==> config.mk <==
export PLATFORM = sky130hd
export DESIGN_NAME = arb_grant_ctrl
export DESIGN_NICKNAME = d
export VERILOG_FILES = /design/src/rtl/arb_pkg.sv /design/src/rtl/arbiter.sv /design/src/rtl/arb_grant_ctrl.sv
export SDC_FILE = /design/constraint.sdc
export NUM_CORES = 1
export LEC_CHECK = 0
export BUFFER_PORTS_ARGS = -buffer_cell sky130_fd_sc_hd__buf_2
export CORE_MARGIN = 4
export CORE_UTILIZATION = 41
export CTS_CLUSTER_SIZE = 8
export DETAILED_ROUTE_END_ITERATION = 8
export PLACE_DENSITY = 0.6
export SYNTH_ARGS = -nofsm -noshare
export SYNTH_HDL_FRONTEND = slang
export SYNTH_HIERARCHICAL = 1
export SYNTH_SLANG_ARGS = --single-unit
==> constraint.sdc <==
create_clock -name clk -period 6.79 [get_ports clk]
set_input_delay 0.679 -clock clk [delete_from_list [all_inputs] [get_ports clk]]
set_output_delay 0.679 -clock clk [all_outputs]
set_load 0.03 [all_outputs]
==> src/rtl/arb_pkg.sv <==
// Shared arbitration types: grant FSM states and a one-hot to binary index helper.
// Used by the grant controller; arbitration width is bounded by ARB_MAX_N.
package arb_pkg;

  localparam int ARB_MAX_N = 64;

  typedef enum logic {
    IDLE  = 1'b0,
    GRANT = 1'b1
  } arb_state_e;

  // Returns the position of the set bit; a zero vector maps to index 0.
  function automatic int unsigned oh2idx(input logic [ARB_MAX_N-1:0] oh);
    int unsigned idx;
    idx = 0;
    for (int unsigned i = 0; i < ARB_MAX_N; i++) begin
      if (oh[i]) idx = idx | i;
    end
    return idx;
  endfunction

endpackage

==> src/rtl/arbiter.sv <==
// Fixed-priority arbiter: grants the lowest-numbered active request.
// Combinational, zero latency; no backpressure.
module arbiter #(
  parameter int N = 8
) (
  input  logic [N-1:0] reqs,
  output logic [N-1:0] gnts
);

  // Two's-complement trick isolates the lowest set bit.
  assign gnts = reqs & (~reqs + N'(1));

endmodule

==> src/rtl/arb_grant_ctrl.sv <==
// Round-robin grant controller: one-cycle arbitration latency, grant held until done.
// Grant locks regardless of reqs; one idle bubble between consecutive grants.
module arb_grant_ctrl
  import arb_pkg::*;
#(
  parameter  int ISIZE = 8,
  localparam int IDXW  = $clog2(ISIZE)
) (
  input  logic             clk,
  input  logic             rst_n,
  input  logic [ISIZE-1:0] reqs,
  input  logic             done,
  output logic [ISIZE-1:0] gnts,
  output logic             gnt_vld,
  output logic [IDXW-1:0]  gnt_idx
);

  arb_state_e       state_q, state_d;
  logic [ISIZE-1:0] gnts_q, gnts_d;
  logic             vld_q, vld_d;
  logic [IDXW-1:0]  idx_q, idx_d;
  logic [IDXW-1:0]  ptr_q, ptr_d;

  logic [ISIZE-1:0] mask;
  logic [ISIZE-1:0] masked;
  logic [ISIZE-1:0] gnt_masked;
  logic [ISIZE-1:0] gnt_raw;
  logic [ISIZE-1:0] sel;

  // Requesters at or above the pointer get first claim.
  always_comb begin
    mask = '0;
    for (int i = 0; i < ISIZE; i++) begin
      mask[i] = (IDXW'(i) >= ptr_q);
    end
  end

  assign masked = reqs & mask;

  arbiter #(.N(ISIZE)) u_arb_masked (
    .reqs (masked),
    .gnts (gnt_masked)
  );

  arbiter #(.N(ISIZE)) u_arb_raw (
    .reqs (reqs),
    .gnts (gnt_raw)
  );

  assign sel = (|masked) ? gnt_masked : gnt_raw;

  always_comb begin
    state_d = state_q;
    gnts_d  = gnts_q;
    vld_d   = vld_q;
    idx_d   = idx_q;
    ptr_d   = ptr_q;
    unique case (state_q)
      IDLE: begin
        if (|reqs) begin
          state_d = GRANT;
          gnts_d  = sel;
          vld_d   = 1'b1;
          idx_d   = IDXW'(oh2idx(ARB_MAX_N'(sel)));
        end
      end
      GRANT: begin
        if (done) begin
          state_d = IDLE;
          gnts_d  = '0;
          vld_d   = 1'b0;
          idx_d   = '0;
          ptr_d   = (idx_q == IDXW'(ISIZE - 1)) ? '0 : idx_q + 1'b1;
        end
      end
      default: state_d = IDLE;
    endcase
  end

  always_ff @(posedge clk or negedge rst_n) begin
    if (!rst_n) begin
      state_q <= IDLE;
      gnts_q  <= '0;
      vld_q   <= 1'b0;
      idx_q   <= '0;
      ptr_q   <= '0;
    end else begin
      state_q <= state_d;
      gnts_q  <= gnts_d;
      vld_q   <= vld_d;
      idx_q   <= idx_d;
      ptr_q   <= ptr_d;
    end
  end

  assign gnts    = gnts_q;
  assign gnt_vld = vld_q;
  assign gnt_idx = idx_q;

endmodule

==> flow_summary.yaml <==
outcome:
  status: "completed"
grt:
  grt-ovfl-total: 0
  grt_max_degree: 27
  grt_pass1_wl_um: 5290
  gr-usage-all-layers_pct: 16.5
  antenna_found_initial: 0
  grt_pass1_vias: 1125
sta:
  finalClockSkew_ns: 0.00663
  max_clock_freq_mhz: 366
  grt_setup_unrepaired: "no"
  maxSlewHeadroom_pct: 43.6
  tns_ns: 0
  hold_viol: 0
  fin_crit_sh_pct: 40.2
  layout_min_cycle_time_ns: 2.73
  setup_viol: 0
  timing_max_transition_violations_final: 0
  tightest_slew_ns: 0.846
route:
  drc: 0
  drtIter0Drc: 46
  ant_nets: 0
  dr.pass1.iters: 4
  wirelength_um: 3040
  routedWlPerCell_um: 15.4
  routed-via-count: 1123
  via_per_inst: 5.70
pwr:
  p_int_uw: 214
  switching_share_pct: 43.6
  comb_power_share_pct: 46.5
  p_leak_uw: 0.000656
  vdd_drop_max_v: 0.000134
  clkPwrFrac_pct: 17.3
  powerDensity_mw_per_mm2: 258
  total_switching_power_uw: 166
  pwr-share-seq_pct: 36.3
clock_tree:
  ctsHoldBuffers: 0
  postCtsSetupRepairBufs: 0
  htreeDepth: 1
  ctsResizeCount: 0
  clock-root-buffer: "clkbuf_4"
  cts_sinks: 16
  cts_tree: "built"
  cts_max_path_buffers: 2
  numCtsBuffers: 3
  insertion_delay_ns: 0.30
  clkTransAtPathRegs_ns: 0.10
die:
  fp-row-count: 20
  initial_core_util_pct: 43.2
  core_sq_mm: 0.00308
  die_h_um: 64.9
  dieArea_sq_mm: 0.00422
  fp.dieW_um: 64.9
  pin_count: 23
setup_path:
  worstPathMaxFanout: 9
  critPathLaunch: "ptr_q[2]"
  rrSetupSlack_ns: 4.06
  critPathCaptureType: "flip-flop"
  path_class: "flip-flop to flip-flop"
  crit-reg2reg-launch: "ptr_q[2]"
  worstPathArrival_ns: 2.92
  start_kind: "flip-flop"
  cp_data_required_time_ns: 6.98
  rr_endpoint: "gnt_idx[1]"
  r2r.worst_path.cells: 7
synth:
  ys_seq_area_share_pct: 30.1
  synth.most_common_cell: "nand2_1"
  synthFlopType: "dfrtp_1"
  synth_top_area_share_pct: 30.1
  ys_warn_count: 6
  synth.ff_latch_count: 16
  synth_edf_count: 0
  synth_cell_types: 45
  netlist_instances: 134
  synth_area_sq_mm: 0.00133
  synth_area_leaders: "dfrtp_1 (30%), o221ai_2 (10%), o211ai_2 (7.5%), nand2_1 (6.8%), nor4_2 (2.8%)"
  synth_common_cells: "nand2_1 (24), dfrtp_1 (16), o221ai_2 (9), o211ai_2 (8)"
  yosysTopAreaCell: "dfrtp_1"
  ys_async_sr_fraction_pct: 100
  syn-num-nets: 147
  avgSynthCellArea_sq_um: 9.92
place:
  dp_hpwl_um: 2350
  gp_congestion: 0.831
  dp_cells: 193
  portBuffers: 22
cells_and_area:
  layout.nets: 167
  instances_no_fill: 197
  diodes: 0
  areaGrowthSynthToFinish_pct: 11.0
  drive_above_1_share_pct: 44.4
hold_path:
  hp-class: "input port to async pin"
flow_run:
  max_cap_violations: 0
## layer usage
layer | vias to the layer above | routed length, um | track usage, %
li1 | 550 | - | -
met1 | 539 | 1430 | 22.0
met2 | 32 | 1410 | 24.9
met3 | 2 | 166 | 2.43
met4 | 0 | 37 | 9.76
met5 | - | 0 | 0
## flip-flops by register name, indices dropped and copies added (netlist names)
register  count
gnt_vld       1
gnt_idx       3
ptr_q         3
gnts          8
state_q       1
## worst max path at each step
stage,to,slack (ns),cells after the start
global placement,gnt_idx[1],4.12,7
CTS,gnt_idx[1],4.09,7
finish,gnt_idx[1],4.06,7
detailed placement,gnt_idx[1],4.02,7
global route,gnt_idx[1],3.90,7
floorplan,gnt_idx[1],4.40,7
## power groups by stage
stage          Combinational [uW]  Clock (uW)  Sequential, uW
6_report                      177        65.7             138
5_1_grt                       194        75.4             142
4_1_cts                       177        67.8             138
3_5_place_dp                  177           0             139
3_3_place_gp                  174           0             138
2_1_floorplan                 117           0             159
## placed cells by master (no fill, tap or decap), types with 3 or more instances in the layout
| cell | n |
|---|---|
| dfrtp_1 | 16 |
| clkbuf_4 | 3 |
| nor4_2 | 3 |
| or4_1 | 4 |
| and2b_2 | 3 |
| nor3b_1 | 3 |
| o221ai_2 | 9 |
| inv_1 | 3 |
| o211ai_2 | 8 |
| nand2_1 | 24 |
| nor2_1 | 4 |
| o21a_1 | 3 |
| buf_2 | 22 |
## worst max-delay path, cell delays in order (launching register included)
cell     delay, ns
dfrtp_1       0.49
or2_1         0.31
nor3b_1       0.57
nor4_2        0.15
and3_2        0.26
or4_1         0.56
nor3_1        0.20
o41ai_2       0.08
## final cells by class
type / instances / area [sq um]
Tap cell: 44 / 55.1
Fill cell: 326 / 1600
Timing Repair Buffer: 23 / 118
Clock buffer: 4 / 36.3
Sequential cell: 16 / 400
Multi-Input combinational cell: 106 / 851
Inverter: 4 / 15.0
## per-stage QoR
step           utilization, %  total power, uW  worst slack, ns  cell area [sq um]  hold WS [ns]
5_1_grt                  47.9              411             3.90               1480         0.287
3_3_place_gp             46.7              312             4.12               1440         0.453
6_report                 47.9              380             4.06               1480         0.277
4_1_cts                  47.9              383             4.09               1480         0.288
2_1_floorplan               -              276             4.40               1330         0.383
3_5_place_dp             46.7              317             4.02               1440         0.460
## cells by family after synthesis
logic type	after synthesis	share of synthesized area [%]
adders and majority gates	2	1.88
AOI/OAI and AO/OA	34	28.4
buffers and inverters	12	5.84
DFF	16	30.1
and+or+nand+nor	67	31.3
muxes	3	2.45
Power figures use the tool's default switching activity.
